## src/rtl/key_loader.sv

```systemverilog
// key_loader: serial key-provisioning stage that sits in front of the locked
// c432 core. The unlock key arrives one bit per handshake beat, LSB first,
// followed by one even-parity beat. Only a key whose parity checks out is
// driven onto key_out. Until then the bus stays all-zero, so the protected
// core keeps producing corrupted results.
module key_loader #(
  parameter int KEY_WIDTH = 32,
  parameter bit ONE_SHOT  = 1'b1
) (
  input  logic                 clk,
  input  logic                 rst_n,
  input  logic                 zeroize,
  input  logic                 load_start,
  input  logic                 key_bit,
  input  logic                 key_bit_valid,
  output logic                 key_bit_ready,
  output logic [KEY_WIDTH-1:0] key_out,
  output logic                 key_valid,
  output logic                 load_err,
  output logic                 busy
);

  // The counter must be able to hold KEY_WIDTH itself. The shift-register
  // index only needs to reach KEY_WIDTH-1.
  localparam int CNT_W = $clog2(KEY_WIDTH + 1);
  localparam int IDX_W = (KEY_WIDTH > 1) ? $clog2(KEY_WIDTH) : 1;
  localparam logic [CNT_W-1:0] LAST_BIT = CNT_W'(KEY_WIDTH - 1);

  typedef enum logic [2:0] {
    IDLE   = 3'd0,
    LOAD   = 3'd1,
    PARITY = 3'd2,
    ARMED  = 3'd3,
    ERROR  = 3'd4
  } state_t;

  state_t               state;
  logic [KEY_WIDTH-1:0] shift;
  logic [CNT_W-1:0]     cnt;
  logic                 lock;
  logic                 beat;
  logic                 parity_ok;

  // Handshake and status flags are pure decodes of the registered state.
  assign key_bit_ready = (state == LOAD) || (state == PARITY);
  assign busy          = (state == LOAD) || (state == PARITY);
  assign beat          = key_bit_valid && key_bit_ready;

  // Even parity over the collected key bits plus the parity beat must be zero.
  assign parity_ok = ((^shift) ^ key_bit) == 1'b0;

  // Main loader FSM. The priority order is zeroize, then load_start, then
  // beat acceptance. key_out only changes on a successful parity check or
  // on a clear.
  always_ff @(posedge clk or negedge rst_n) begin
    if (!rst_n) begin
      state     <= IDLE;
      shift     <= '0;
      cnt       <= '0;
      lock      <= 1'b0;
      key_out   <= '0;
      key_valid <= 1'b0;
      load_err  <= 1'b0;
    end else if (zeroize) begin
      state     <= IDLE;
      shift     <= '0;
      cnt       <= '0;
      lock      <= 1'b0;
      key_out   <= '0;
      key_valid <= 1'b0;
      load_err  <= 1'b0;
    end else begin
      case (state)
        IDLE, ERROR: begin
          if (load_start) begin
            state    <= LOAD;
            shift    <= '0;
            cnt      <= '0;
            load_err <= 1'b0;
          end
        end

        LOAD: begin
          if (load_start) begin
            // Restart: any beat presented this cycle is dropped.
            shift <= '0;
            cnt   <= '0;
          end else if (beat) begin
            shift[cnt[IDX_W-1:0]] <= key_bit;
            cnt                   <= cnt + 1'b1;
            if (cnt == LAST_BIT) begin
              state <= PARITY;
            end
          end
        end

        PARITY: begin
          if (load_start) begin
            state <= LOAD;
            shift <= '0;
            cnt   <= '0;
          end else if (beat) begin
            if (parity_ok) begin
              state     <= ARMED;
              key_out   <= shift;
              key_valid <= 1'b1;
              lock      <= ONE_SHOT;
            end else begin
              state    <= ERROR;
              load_err <= 1'b1;
            end
          end
        end

        ARMED: begin
          // An unlocked reload drops the old key in the same edge, so no
          // stale key reaches the core while the new one streams in.
          if (load_start && !lock) begin
            state     <= LOAD;
            shift     <= '0;
            cnt       <= '0;
            key_out   <= '0;
            key_valid <= 1'b0;
            load_err  <= 1'b0;
          end
        end

        default: begin
          state <= IDLE;
        end
      endcase
    end
  end

endmodule

```

## config.mk

```make
export PLATFORM = sky130hd
export DESIGN_NAME = key_loader
export DESIGN_NICKNAME = d
export VERILOG_FILES = /design/src/rtl/key_loader.sv
export SDC_FILE = /design/constraint.sdc
export NUM_CORES = 1
export LEC_CHECK = 0
export CAP_MARGIN = 20
export CORE_UTILIZATION = 30
export CTS_BUF_LIST = sky130_fd_sc_hd__clkbuf_2 sky130_fd_sc_hd__clkbuf_4 sky130_fd_sc_hd__clkbuf_8
export DETAILED_ROUTE_END_ITERATION = 10
export GPL_TIMING_DRIVEN = 0
export REMOVE_ABC_BUFFERS = 1
export SLEW_MARGIN = 20
export SYNTH_ARGS = -nofsm -noshare
export SYNTH_HDL_FRONTEND = slang
export SYNTH_SLANG_ARGS = --single-unit
```

## constraint.sdc

```tcl
create_clock -name clk -period 5 [get_ports clk]
set_input_delay 1 -clock clk [delete_from_list [all_inputs] [get_ports clk]]
set_output_delay 1 -clock clk [all_outputs]
set_load 0.02 [all_outputs]
```

; ---- Word-level counts from Yosys, hierarchy flattened
; Cells that the tools add are included.
[word_totals]
elab_cells = 93
inputBits = 6
regBits = 76
[classes]
mux = 44
magnitude_cmp = 2
add_sub_neg = 1
reduce_logical = 19
n_eq_ne = 19
bitwise = 1
[op_table]
columns = cell, n
row1 = two-way mux 32 bit, 9
row2 = case mux 32 bit (3 select lines), 1
row3 = case mux 32 bit (2 select lines), 1
row4 = bitwise mux 32 bit, 1
row5 = XOR reduction 32 bit, 1
row6 = two-way mux 6 bit, 5
row7 = two-way mux 3 bit, 9
row8 = "inequality test 3 bit, second input constant", 7
row9 = case mux 6 bit (3 select lines), 1
row10 = two-way mux 1 bit, 13
row11 = case mux 3 bit (4 select lines), 1
row12 = AND reduction 6 bit, 2
row13 = "inequality test 4 bit, second input constant", 2
row14 = AND reduction 4 bit, 2
row15 = nonzero test 4 bit, 2
row16 = "adder 6 x 1 -> 6 bit, second input constant", 1
row17 = "equality test 3 x 2 -> 1 bit, second input constant", 2
row18 = "equality test 6 x 5 -> 1 bit, second input constant", 1
row19 = "< comparator 5 x 6 -> 1 bit, second input constant", 1
row20 = "inequality test 3 x 2 -> 1 bit, second input constant", 2
row21 = demux 1 bit (select 5 bit), 1
row22 = ">= comparator 5 x 1 -> 1 bit, second input constant", 1
row23 = AND reduction 5 bit, 1
row24 = "inequality test 2 bit, second input constant", 2
row25 = 14 further kinds, 17

; ---- Longest topological paths before layout
[depth]
ltp_word = 9
mapped_depth = 8
ltp_nobuf = 6

; ---- Least setup slack after synthesis
; No wires, ideal clock.
[synth_timing]
kind = input port to flip-flop
start = in key_bit
end = reg state[2]
slack_ps = 2299
path_stages = 8
t_required_ps = 4878
arrival_ps = 2580
path_cell_list = xnor2_1 > xnor2_1 > xnor2_1 > xnor3_2 > xnor2_1 > buf_2 > buf_4 > a32o_1
[synth_via]
elab_chain_len = 6
[synth_lines]
columns = item, line_no
row1 = start: declaration, 14  ; input logic key_bit,
row2 = XOR 1 bit, 50  ; assign parity_ok = ((^shift) ^ key_bit) == 1'b0;
row3 = two-way mux 3 bit, 103  ; if (parity_ok) begin
row4 = two-way mux 3 bit, 102  ; end else if (beat) begin
row5 = two-way mux 3 bit, 98  ; if (load_start) begin
row6 = case mux 3 bit (4 select lines), 73  ; case (state)
row7 = two-way mux 3 bit, 64  ; end else if (zeroize) begin
row8 = end signal: assignment, 65  ; state <= IDLE;
row9 = end signal: assignment, 99  ; state <= LOAD;
row10 = end signal: assignment, 104  ; state <= ARMED;
row11 = end: declaration, 37  ; state_t state;
; Every way passes these cells. The select of a mux whose other input is x is not followed.
; A chain may end at the register's enable or synchronous reset.

; ---- Final worst setup path
[layout_timing]
start = in key_bit
end = reg key_out[29]
[layout_via]
elab_chain_len = 3
[layout_lines]
columns = item, line_no
row1 = XOR 1 bit, 50
row2 = inequality test 3 bit (no line), n/a
row3 = AND reduction 5 bit (no line), n/a
row4 = end signal: assignment, 105  ; key_out <= shift;
row5 = end: declaration, 17  ; output logic [KEY_WIDTH-1:0] key_out,
; Every way passes these cells.

==> out/metrics.cfg <==
[outcome]
outcome=complete, no violations

[sta]
fin_crit_sh_pct=68.9
period_minus_slack_ns=3.44
tightest_slew_ns=0.797
hold_viol=0
setup_viol=0
skew_ns=0.00847
tns_ns=0
maxSlewViolCount=0
fmax_mhz=290
grt_setup_unrepaired=false
max-slew-margin-rel_pct=46.9

[synth]
synth_ff_type=dfrtp_1
synth_top_cell_by_area=dfrtp_1
postSynthAreaPerCell_um2=9.28
ys_warn_count=0
ys_seq_elements=76
synth_edf_count=0
netlist_instances=440
syn_area_um2=4080
synthArstFlopShare_pct=100
ys_seq_area_share_pct=46.6
synth_top_area_share_pct=46.6
synth.area.top_cells=dfrtp_1 (47%), o21ai_0 (8.9%), xnor2_1 (5.8%)
ys_types=47

[critical_path]
crit_top_cell=xnor2_1
cpPeakStageDelay_ns=0.65
critical_path.top_delay_family=XOR/XNOR gates
worstSetupStartpointType=input port
r2r-start=state[0]
path_cells=clkdlybuf4s50_1 > xnor2_1 > xnor2_1 > xnor2_1 > xnor3_2 > xnor2_2 > buf_6 > o32ai_1
rrSetupSlack_ns=1.96
r2r_cells=7
cpMaxStageDelayCell=xnor2_2
end_kind=flop
crit_fanout=14
regToRegEndpoint=shift[16]
worstSetupPathType=input port to flop
cp.arrival_ns=3.63
cp.buffers_inverters=2
critical_path_required_ns=5.19

[route]
antenna_left=0
drt-met1-wl_um=4600
vias=3392
met2WireLength_um=4780
wl_um=10100
first_pass_iters=6
viasPerCell=5.26
wl_per_cell_um=15.6
wl_met3_um=532
drtIter0Drc=326
drc=0
top_layer=met4

[pwr]
ir_drop_mv=0.144
power_density_nw_per_um2=271
p_leak_nw=1.96

[clock_network]
clkTransAtPathRegs_ns=0.08
cts_hold_buf=0
cts_buffers=9
htree_levels=3
post_cts_buffers=0
cts.sinks=76
ctsRootBufferMaster=clkbuf_8
cts_tree=yes
cts_resized=0
clk_path_buf_depth=2
clkLatencyLatePin_ns=0.35

[final_layout]
area_delta_synth_final_pct=22.4
n_antenna_cell=0
final_nets=474
drive_above_1_share_pct=10.4
postLayoutCellArea_um2=5000

[global_route]
grt_max_degree=59
grt_pass1_wl_um=17100
grt_pass1_vias=3291
overflow=0
track_usage_pct=15.2
antenna_found_initial=0

[floorplan]
num_rows=42
die_y_um=119
coreArea_um2=13200
initial_core_util_pct=30.8
die_area_um2=14100
boundaryPins=42
die_width_um=119

[placed_design]
detailed_place_hpwl_um=6800
place_congestion=0.874
placed_area_um2=4740
port_buffers=41

[job]
cap_violations=0

[worst_hold_path]
min_path_type=input port to async pin

==> placed cells by master (no fill, tap or decap), types with 2 or more instances in the layout <==
| master | n |
|---|---|
| nand2_1 | 45 |
| inv_1 | 40 |
| nor2b_1 | 3 |
| nor2_1 | 12 |
| nor3b_1 | 4 |
| ha_1 | 4 |
| buf_16 | 3 |
| a21oi_1 | 38 |
| o32ai_2 | 14 |
| o21ai_0 | 73 |
| clkbuf_8 | 11 |
| and3b_1 | 2 |
| nand2b_1 | 3 |
| buf_6 | 2 |
| nor3_1 | 6 |
| o32ai_1 | 18 |
| dfrtp_1 | 76 |
| clkdlybuf4s50_1 | 40 |
| o22ai_1 | 3 |
| buf_8 | 2 |
| nand3_1 | 8 |
| or3b_2 | 2 |
| nand3b_1 | 2 |
| bufinv_16 | 3 |
| xnor2_1 | 26 |
==> cell type report <==
type	instances	area (µm²)
Clock inverter	4	95.1
Clock buffer	12	159
Sequential cell	76	1900
Multi-Input combinational cell	289	1930
Fill cell	1304	8240
Inverter	40	150
Tap cell	176	220
Timing Repair Buffer	48	543
==> how the worst max path moves through the flow <==
stage | cells past startpoint | start | end | slack (ns)
3_3_place_gp | 6 | load_start | shift[5] | -1.42
2_1_floorplan | 6 | key_bit | state[1] | 0.64
3_5_place_dp | 5 | load_start | shift[9] | 1.10
6_report | 8 | key_bit | key_out[29] | 1.56
5_1_grt | 7 | load_start | shift[16] | 1.40
4_1_cts | 5 | load_start | shift[16] | 1.47
==> per-layer routing <==
layer	vias to the layer above	global-route usage, %
li1	1595	-
met2	101	24.1
met1	1677	20.0
met5	-	0
met3	19	3.23
met4	0	6.25
==> metrics by stage <==
| stage | std cells | setup slack (ns) | utilization (%) | total power, mW | hold WS (ns) |
|---|---|---|---|---|---|
| 6_report | 645 | 1.56 | 37.8 | 1.35 | 0.517 |
| 3_5_place_dp | 629 | 1.10 | 35.8 | 0.775 | 0.504 |
| 5_1_grt | 645 | 1.40 | 37.8 | 1.41 | 0.526 |
| 3_3_place_gp | 622 | -1.42 | 34.4 | 0.754 | 0.491 |
| 4_1_cts | 645 | 1.47 | 37.7 | 1.36 | 0.523 |
| 2_1_floorplan | 405 | 0.639 | - | 0.706 | 0.470 |
==> power breakdown <==
part           leakage [nW]  switching [mW]  internal [mW]  total, mW
Sequential             1.06         0.00792          0.618      0.625
Combinational         0.768          0.0903         0.0469      0.137
Clock                 0.130           0.227          0.364      0.591
==> Yosys cell counts (all sizes together), types with 2 or more instances <==
cell / n
a21oi: 38
a31oi: 2
and3b: 2
buf: 12
clkbuf: 23
dfrtp: 76
ha: 4
inv: 40
nand2: 45
nand2b: 3
nand3: 9
nand3b: 2
nor2: 12
nor2b: 3
nor3: 6
nor3b: 4
o21ai: 73
o22ai: 3
o32ai: 32
or3b: 2
xnor2: 27
xnor3: 2
==> cells by family (layout without fill, tap and decap cells) <==
group	after synthesis	in the layout	synth area share [%]
compound gates	157	157	25.7
simple gates	96	96	11.3
flops	76	76	46.6
buf+inv	75	104	7.51
xor+xnor	30	30	7.14
fa+ha+maj	4	4	1.23
mux	2	2	0.613
==> flip-flops by register name (all words and copies together) (netlist names) <==
name / flops
key_out: 32
shift: 32
cnt: 6
state: 3
key_valid: 1
load_err: 1
lock: 1
No activity file was read; power rests on OpenSTA's default activity.
